--- src/rtl/triangular_unwind.sv ---
// Inverse of the triangular accumulator: peels off terms 0,1,2,... from a sum
// and reports the term count, the remainder and whether the loop bound was hit.
module triangular_unwind #(
    parameter int WIDTH = 13,
    parameter int LIMIT = 100
) (
    input  logic             clk,
    input  logic             rst,
    input  logic             in_valid,
    output logic             in_ready,
    input  logic [WIDTH-1:0] in_sum,
    output logic             out_valid,
    input  logic             out_ready,
    output logic [WIDTH-1:0] out_count,
    output logic [WIDTH-1:0] out_rem,
    output logic             out_exact,
    output logic             out_ovf
);

    localparam logic [WIDTH-1:0] I_MAX = WIDTH'(LIMIT + 1);

    typedef enum logic [1:0] {
        IDLE = 2'd0,
        RUN  = 2'd1,
        DONE = 2'd2
    } state_t;

    state_t           state, state_next;
    logic [WIDTH-1:0] r, r_next;
    logic [WIDTH-1:0] i, i_next;
    logic             ovf, ovf_next;
    logic             exact, exact_next;

    // Next-state and datapath logic.
    always_comb begin
        // NOTE: every signal gets a default first so no path can infer a latch.
        state_next = state;
        r_next     = r;
        i_next     = i;
        ovf_next   = ovf;
        exact_next = exact;

        unique case (state)
            IDLE: begin
                if (in_valid) begin
                    r_next     = in_sum;
                    i_next     = '0;
                    state_next = RUN;
                end
            end
            RUN: begin
                // The bound check wins over a further subtraction.
                if (i == I_MAX) begin
                    ovf_next   = (r >= i);
                    exact_next = (r == '0);
                    state_next = DONE;
                end else if (r >= i) begin
                    r_next = r - i;
                    i_next = i + 1'b1;
                end else begin
                    ovf_next   = 1'b0;
                    exact_next = (r == '0);
                    state_next = DONE;
                end
            end
            DONE: begin
                if (out_ready) begin
                    state_next = IDLE;
                end
            end
            default: state_next = IDLE;
        endcase
    end

    // State register with synchronous active-low reset.
    always_ff @(posedge clk) begin
        // NOTE: sequential state uses non-blocking assignments only.
        if (!rst) begin
            state <= IDLE;
            r     <= '0;
            i     <= '0;
            ovf   <= 1'b0;
            exact <= 1'b0;
        end else begin
            state <= state_next;
            r     <= r_next;
            i     <= i_next;
            ovf   <= ovf_next;
            exact <= exact_next;
        end
    end

    // exact is registered at the RUN->DONE transition so it stays 0 out of reset.
    assign in_ready  = (state == IDLE);
    assign out_valid = (state == DONE);
    assign out_count = i;
    assign out_rem   = r;
    assign out_exact = exact;
    assign out_ovf   = ovf;

endmodule

--- config.mk ---
export PLATFORM = sky130hd
export DESIGN_NAME = triangular_unwind
export DESIGN_NICKNAME = d
export VERILOG_FILES = /design/src/rtl/triangular_unwind.sv
export SDC_FILE = /design/constraint.sdc
export NUM_CORES = 1
export LEC_CHECK = 0
export CAP_MARGIN = 40
export CORE_MARGIN = 10
export CORE_UTILIZATION = 55
export CTS_CLUSTER_DIAMETER = 150
export DETAILED_ROUTE_END_ITERATION = 16
export MAX_ROUTING_LAYER = met4
export PLACE_DENSITY = 0.83
export SYNTH_ARGS = -nofsm -noshare
export SYNTH_HDL_FRONTEND = slang
export SYNTH_SLANG_ARGS = --single-unit
--- constraint.sdc ---
create_clock -name clk -period 6.05 [get_ports clk]
set_input_delay 1.5125 -clock clk [delete_from_list [all_inputs] [get_ports clk]]
set_output_delay 1.5125 -clock clk [all_outputs]
set_load 0.05 [all_outputs]
==> results of run 1 <==
-- path summary, 6_finish.rpt --
path / cells after the start / end
worst max-delay path: 4 / out_count[0]
worst min-delay path: 2 / out_count[10]
worst max register to register: 8 / out_count[0]
worst min register to register: 2 / out_count[10]
-- cells by family (layout without fill, tap and decap cells) --
logic type / after synthesis / after routing / synth area share
AOI/OAI and AO/OA: 101 / 101 / 0.300
and+or+nand+nor: 111 / 111 / 0.250
adders and majority gates: 16 / 16 / 0.0903
DFF: 30 / 30 / 0.261
xor gates and xnor gates: 8 / 8 / 0.0305
buffers and inverters: 36 / 75 / 0.0685
-- power groups by stage --
stage / clock network (µW) / logic [µW] / registers [µW]
2_1_floorplan: 0 / 667 / 404
3_3_place_gp: 0 / 1000 / 298
3_5_place_dp: 0 / 1040 / 298
4_1_cts: 261 / 1050 / 294
5_1_grt: 268 / 1160 / 302
6_report: 260 / 1070 / 296
-- registers in the layout (all words and copies together), names as in the netlist --
name	cells
state	2
out_exact	1
out_ovf	1
out_count	13
out_rem	13
-- per-layer routing --
metal	GRT usage	vias up	wire, µm
met5	-	-	0
met4	0.100	0	221
met3	0.0483	22	655
met2	0.323	157	3420
met1	0.256	1202	3180
li1	-	1208	-
-- per-stage QoR --
step	utilization	std cells	power [µW]	cell area [µm²]	hold WS (ns)
final	0.723	391	1630	2910	0.527
after floorplan	-	302	1070	2300	0.660
after global routing	0.723	391	1730	2910	0.554
after detailed placement	0.688	383	1340	2770	0.514
after CTS	0.723	391	1610	2910	0.525
after global placement	0.682	381	1300	2750	0.514
-- area by class of cell --
| type | instances | share of cell area |
|---|---|---|
| Sequential cell | 30 | 0.206 |
| Timing Repair Buffer | 51 | 0.173 |
| Clock buffer | 6 | 0.0283 |
| Clock inverter | 2 | 0.0206 |
| Inverter | 16 | 0.0206 |
| Tap cell | 50 | 0.0215 |
| Multi-Input combinational cell | 236 | 0.529 |
-- critical path, cell delays in order --
cell and delay [ns]:
clkdlybuf4s50_1 0.84, inv_1 0.54, or4_1 0.62, o21ai_0 0.08
-- placed cells by master (no fill, tap or decap), drive strengths merged, types with 5 or more instances in the layout --
master / count
clkdlybuf4s50: 46
nand2: 34
dfxtp: 30
a21oi: 30
nor2: 22
o21ai: 18
inv: 16
ha: 15
nand4: 10
nand3: 9
nor3: 9
a211oi: 9
o211ai: 7
clkbuf: 6
xor2: 5
a311oi: 5
nor4: 5
buf: 5
==> metrics.yaml, run 1 <==
status: "finished, final reports clean"
grt_max_degree: 31
first_global_vias: 2507
synthArstFlopShare: 0
ctsResizeCount: 0
worstHoldStart: "out_count[10]"
swShare: 0.515
p_leak_uw: 0.00107
track_usage: 0.211
cts_buffers: 5
multi_input_area_um2: 1540
fin_crit_sh: 0.558
skew_ns: 0.00770
vias: 2589
die_h_um: 84.7
drtIter0Drc: 270
crit_type: "in -> reg"
min_period_ns: 3.38
drt-wirelength-per-cell_um: 19.1
power.share.clock: 0.160
finalSetupViolations: 0
nets: 373
drc: 0
critPathMaxFanout: 23
drive_gt1_frac: 0.0674
n_fill_cell: 330
cts_tree: "done"
cts_num_sinks: 30
netlist.area_leader.share: 0.261
post-synth-top-count-cell: "nand2_1"
hold_path.class: "reg -> reg"
clk_pin_slew_ns: 0.07
final_antenna_net_count: 0
gr-total-overflow: 0
r2r-start: "out_count[8]"
r2r_slack_ns: 2.86
slew_headroom: 0.388
yosysUniqueCellTypes: 57
synth-main-ff-cell: "dfxtp_1"
syn_area_um2: 2300
cts_setup_buffers: 0
grt_first_pass_wirelength_mm: 12.4
setup_ws_ns: 2.67
vias_per_cell: 6.62
synthCells: 302
drv_slew: 0
critPathLaunch: "rst"
drtPass1Iterations: 5
fin_setup_tns_ns: 0
rsz0062_at_grt: "no"
routed_wl_mm: 7.48
core_um2: 4030
synth-edff-count: 0
cts_root_buffer: "clkbuf_8"
p_seq_frac: 0.182
hold_viol_final: 0
start_util: 0.571
htree_num_levels: 2
die_area_um2: 7170
endpoint_kind: "register"
ir_worst_vdd_v: 0.000436
internal-power_uw: 790
place_hpwl_mm: 5.31
tightest_slew_ns: 0.914
p_comb_frac: 0.658
required_ns: 6.27
synth_fp_nets: 335
ys_ff_latch: 30
hold_buffers: 0
io_buffers: 46
area_growth_pct: 26.6
p_switching_uw: 839
seq_area_frac_synth: 0.261
max_freq_mhz: 296
critPathLaunchType: "input pin"
die_x_um: 84.7
diodes: 0
yosysTopAreaCell: "dfxtp_1"
dpl_worst_slack_ns: 2.43
cp_data_arrival_time_ns: 3.60
cap_violations: 0
antenna_found_initial: 0
clkLatencyLatePin_ns: 0.29
io_pins: 47
yosysWarnings: 0
placementRows: 23
p_per_area_nw_per_um2: 559
gp_congestion: 0.893
avgSynthCellArea_um2: 7.62
synthTopCellsByArea: "dfxtp_1, ha_1, a21oi_1"
cts_buffer_depth: 2
seq_area_um2: 601
synthTopCellsByCount: "nand2_1, dfxtp_1, a21oi_1, nor2_1, o21ai_0"
Power figures use the tool's default switching activity.
==> inputs of run 2 (changes only) <==
Settings changed: CORE_UTILIZATION 55 to 52, PLACE_DENSITY 0.83 to 0.79.
Clock period 6.05 ns to 3.3 ns, I/O delays scaled along.
==> metrics.yaml, run 2 (same netlist as run 1, synthesis figures left out) <==
clk_pin_slew_ns: 0.07  # about the same
post_layout_nonfiller_instances: 397  # +1.5%
tightest_slew_ns: 0.872  # -0.0421 ns
rsz0062_at_grt: "no"
hold_viol_final: 0  # unchanged
endpoint_kind: "register"
routed_wl_mm: 7.77  # +3.9%
vias: 2568  # -0.81%
n_fill_cell: 401  # +22%
p_leak_uw: 0.00106  # -0.60%
critical_path_buf_inv_count: 1  # -1
p_per_area_nw_per_um2: 984  # +76%
nets: 377  # +1.1%
io_pins: 47  # unchanged
slowest_stage: "nor2_1"
hold_path.class: "reg -> reg"
place_hpwl_mm: 5.64  # +6.3%
htree_num_levels: 2  # unchanged
track_usage: 0.211  # -0.000922
die_area_um2: 7490  # +4.4%
area_growth_pct: 25.5
vias_per_cell: 6.47  # -2.3%
drt-wirelength-per-cell_um: 19.6  # +2.4%
grt_max_degree: 27  # -13%
cp_data_arrival_time_ns: 2.99  # -0.61 ns
cts_setup_buffers: 0  # unchanged
drc: 0  # unchanged
io_buffers: 46  # unchanged
required_ns: 3.42  # -2.85 ns
drive_gt1_frac: 0.0754  # +0.00791
cts_tree: "done"
diodes: 0  # unchanged
max_freq_mhz: 348
final_antenna_net_count: 0  # unchanged
cap_violations: 0  # unchanged
clkLatencyLatePin_ns: 0.28  # about the same
fin_crit_sh: 0.870
gp_congestion: 0.920  # +3.0%
cts_num_sinks: 30  # unchanged
cts_root_buffer: "clkbuf_8"
mostFrequentLayoutCells: "clkdlybuf4s50_1, nand2_1, dfxtp_1"
fin_setup_tns_ns: 0  # unchanged
drtPass1Iterations: 5  # unchanged
start_util: 0.532  # -0.0390
first_global_vias: 2354  # -6.1%
ir_worst_vdd_v: 0.000544  # +25%
cp_cell_sequence: "inv_1 > ha_1 > nand4_2 > nor3_2 > o21ai_1 > and4_1 > nor2_1 > a211oi_1"
gr-total-overflow: 0  # unchanged
status: "finished, final reports clean"
cp_slowest_stage_delay_ns: 0.66  # -0.18 ns
cts_buffer_depth: 2  # unchanged
grt_first_pass_wirelength_mm: 12.4  # +0.34%
crit_type: "reg -> reg"
placementRows: 24  # +4.3%
critPathLaunchType: "register"
hold_buffers: 0  # unchanged
critPathMaxFanout: 11  # -52%
min_period_ns: 2.87
skew_ns: 0.00599  # -0.00170 ns
finalSetupViolations: 0  # unchanged
drtIter0Drc: 339  # +26%
drv_slew: 0  # unchanged
antenna_found_initial: 0  # unchanged
ctsResizeCount: 0  # unchanged
slew_headroom: 0.419  # +0.0303
cts_buffers: 5  # unchanged
die_h_um: 86.5  # +2.2%
final_common_cell: "clkdlybuf4s50_1"
critical_path.top_delay_family: "simple AND/OR/NAND/NOR gates"
dpl.cell_count: 389  # +1.6%
die_x_um: 86.5  # +2.2%
core_um2: 4320  # +7.3%
run 2: through the flow:
stage	power (µW)	cell area (µm²)	hold WS (ns)	worst slack, ns	util
after floorplan	1960	2300	0.660	0.563	-
after global placement	2470	2800	0.512	0.534	0.647
after detailed placement	2480	2800	0.511	0.475	0.647
after CTS	2800	2890	0.517	0.448	0.668
after global routing	3010	2890	0.557	0.276	0.668
final	2840	2890	0.517	0.430	0.668
run 2: worst paths after layout:
check | end | start | slack, ns | depth (start not counted)
worst max-delay path | out_rem[11] | out_count[8] | 0.43 | 8
worst min-delay path | out_ovf | out_ovf | 0.52 | 2
worst max register to register | out_rem[11] | out_count[8] | 0.43 | 8
worst min register to register | out_ovf | out_ovf | 0.52 | 2
run 2: worst reg2reg max path, delay by kind of cell (launching register included):
family,cells,cell delay (ns)
buffers and inverters,1,0.12
adder cells (fa/ha/maj),1,0.44
flip-flops,1,0.47
AND/OR/NAND/NOR,4,1.36
AO/OA/AOI/OAI,2,0.31
run 2: power by group:
part	internal [µW]	switching (µW)
sequential	439	102
clock	168	148
combinational	688	1290
total	1300	1540
run 2: per-layer routing:
metal  part of all wire  GRT usage  routed length (µm)
met5                  0          -                   0
met3              0.075     0.0366                 584
met2               0.47      0.317                3660
met4              0.016     0.0604                 123
met1               0.44      0.281                3410
run 2: layout make-up:
cell class | instances | area (µm²) | share of cell area
Clock buffer | 7 | 86.3 | 0.0299
Inverter | 16 | 60.1 | 0.0208
Timing Repair Buffer | 55 | 528 | 0.183
Multi-Input combinational cell | 236 | 1540 | 0.534
Sequential cell | 30 | 601 | 0.208
Clock inverter | 1 | 5.00 | 0.00173
Tap cell | 52 | 65.1 | 0.0225
==> inputs of run 3 (changes only) <==
Settings changed: CORE_UTILIZATION 52 to 25, PLACE_DENSITY 0.79 to 0.43, SETUP_SLACK_MARGIN set to 0.5.
==> metrics.yaml, run 3 (same netlist as run 1, synthesis figures left out) <==
htree_num_levels: 2  # unchanged
core_um2: 8850  # +100%
p_per_area_nw_per_um2: 987  # +0.34%
gp_congestion: 0.850  # -7.6%
mostFrequentLayoutCells: "clkdlybuf4s50_1, nand2_1, a21oi_1"
ir_worst_vdd_v: 0.000515  # -5.3%
area_growth_pct: 31.0
slew_headroom: 0.596  # +0.177
first_global_vias: 2486  # +5.6%
critical_path.top_delay_family: "simple AND/OR/NAND/NOR gates"
critPathLaunchType: "register"
final_common_cell: "clkdlybuf4s50_1"
design_area_um2: 3020  # +4.4%
fin_crit_sh: 0.808  # -0.0618
p_total_uw: 2980  # +4.8%
gr-total-overflow: 0  # unchanged
globalRouteMet1Util: 0.184  # -0.0962
critPathMaxFanout: 15  # +4
vias: 2480  # -3.4%
tightest_slew_ns: 0.606  # -0.266 ns
cp_data_arrival_time_ns: 2.88  # -0.11 ns
drt-wirelength-per-cell_um: 19.5  # -0.18%
cts_setup_buffers: 0  # unchanged
rsz0062_at_grt: "yes"
hold_viol_final: 0  # unchanged
placementRows: 34  # +42%
status: "finished, final reports clean"
die_x_um: 116  # +34%
cts_num_sinks: 30  # unchanged
finalSetupViolations: 0  # unchanged
use_met2: 0.209  # -0.108
drtPass1Iterations: 4  # -1
cts_tree: "done"
cts_root_buffer: "clkbuf_8"
antenna_found_initial: 0  # unchanged
post_layout_nonfiller_instances: 454  # +14%
routed_wl_mm: 8.87  # +14%
met3_usage: 0.0289  # -0.00764
clkLatencyLatePin_ns: 0.28  # about the same
start_util: 0.260  # -0.272
nets: 378  # +0.27%
final_antenna_net_count: 0  # unchanged
crit_type: "reg -> reg"
hold_path.class: "reg -> reg"
cts_buffer_depth: 2  # unchanged
drtIter0Drc: 111  # -67%
grt_max_degree: 19  # -30%
critical_path_buf_inv_count: 2  # +1
cp_slowest_stage_delay_ns: 0.52  # -0.14 ns
io_pins: 47  # unchanged
io_buffers: 46  # unchanged
clk_pin_slew_ns: 0.07  # about the same
slowest_stage: "or4_4"
endpoint_kind: "register"
place_hpwl_mm: 6.64  # +18%
ctsResizeCount: 0  # unchanged
drive_gt1_frac: 0.107  # +0.0316
required_ns: 3.52  # +0.10 ns
diodes: 0  # unchanged
die_area_um2: 13400  # +80%
drc: 0  # unchanged
cap_violations: 0  # unchanged
p_leak_uw: 0.00107  # +0.71%
cts_buffers: 5  # unchanged
grt.busiest_layer: "met2"
drv_slew: 0  # unchanged
cp_cell_sequence: "inv_1 > ha_2 > nand4_2 > nor3_4 > o21ai_1 > and4_1 > buf_4 > or4_4 > a21oi_2"
dpl.cell_count: 446  # +15%
track_usage: 0.139  # -0.0711
die_h_um: 116  # +34%
max_freq_mhz: 375  # +7.6%
n_fill_cell: 973  # +140%
hold_buffers: 0  # unchanged
min_period_ns: 2.67  # -0.204 ns
skew_ns: 0.00691  # +0.000915 ns
vias_per_cell: 5.46  # -16%
grt_first_pass_wirelength_mm: 14.2  # +15%
fin_setup_tns_ns: 0  # unchanged
place_area_um2: 2880  # +2.9%
final_util: 0.341  # -0.327
==> run 3: worst min-delay path, delay by kind of cell (launching register included) <==
kind               cells  cell delay (ns)
DFF                    1             0.31
AOI/OAI and AO/OA      2             0.16
==> run 3: metrics by stage <==
step	hold slack, ns	worst slack, ns
2_1_floorplan	0.660	0.563
3_3_place_gp	0.513	0.431
3_5_place_dp	0.516	0.524
4_1_cts	0.525	0.501
5_1_grt	0.568	0.499
6_report	0.520	0.634
==> run 3: worst paths after layout <==
path	from	end	slack, ns	depth (start not counted)
setup reg to reg	out_count[10]	out_count[8]	0.63	9
setup / recovery	out_count[10]	out_count[8]	0.63	9
hold / removal	out_ovf	out_ovf	0.52	2
hold reg to reg	out_ovf	out_ovf	0.52	2
==> run 3: final cells by class <==
cell class              count  area, µm²  share of cell area
multi-input cells         236       1590               0.527
flip-flops and latches     30        604               0.200
repair buffers             56        536               0.178
well taps                 108        135              0.0448
clock buffers               7       86.3              0.0286
inverters                  16       60.1              0.0199
clock inverters             1       5.00             0.00166
==> run 3: power breakdown <==
part	leakage, µW	switching, µW	internal (µW)
Sequential	0.000246	109	439
Combinational	0.000773	1350	750
Clock	0.0000482	156	169
Total	0.00107	1620	1360
==> run 3: per-layer routing <==
| metal | share of wire | up-vias |
|---|---|---|
| met5 | 0 | - |
| met4 | 0.011 | 0 |
| met3 | 0.062 | 6 |
| met2 | 0.45 | 85 |
| met1 | 0.48 | 1163 |
| li1 | - | 1226 |
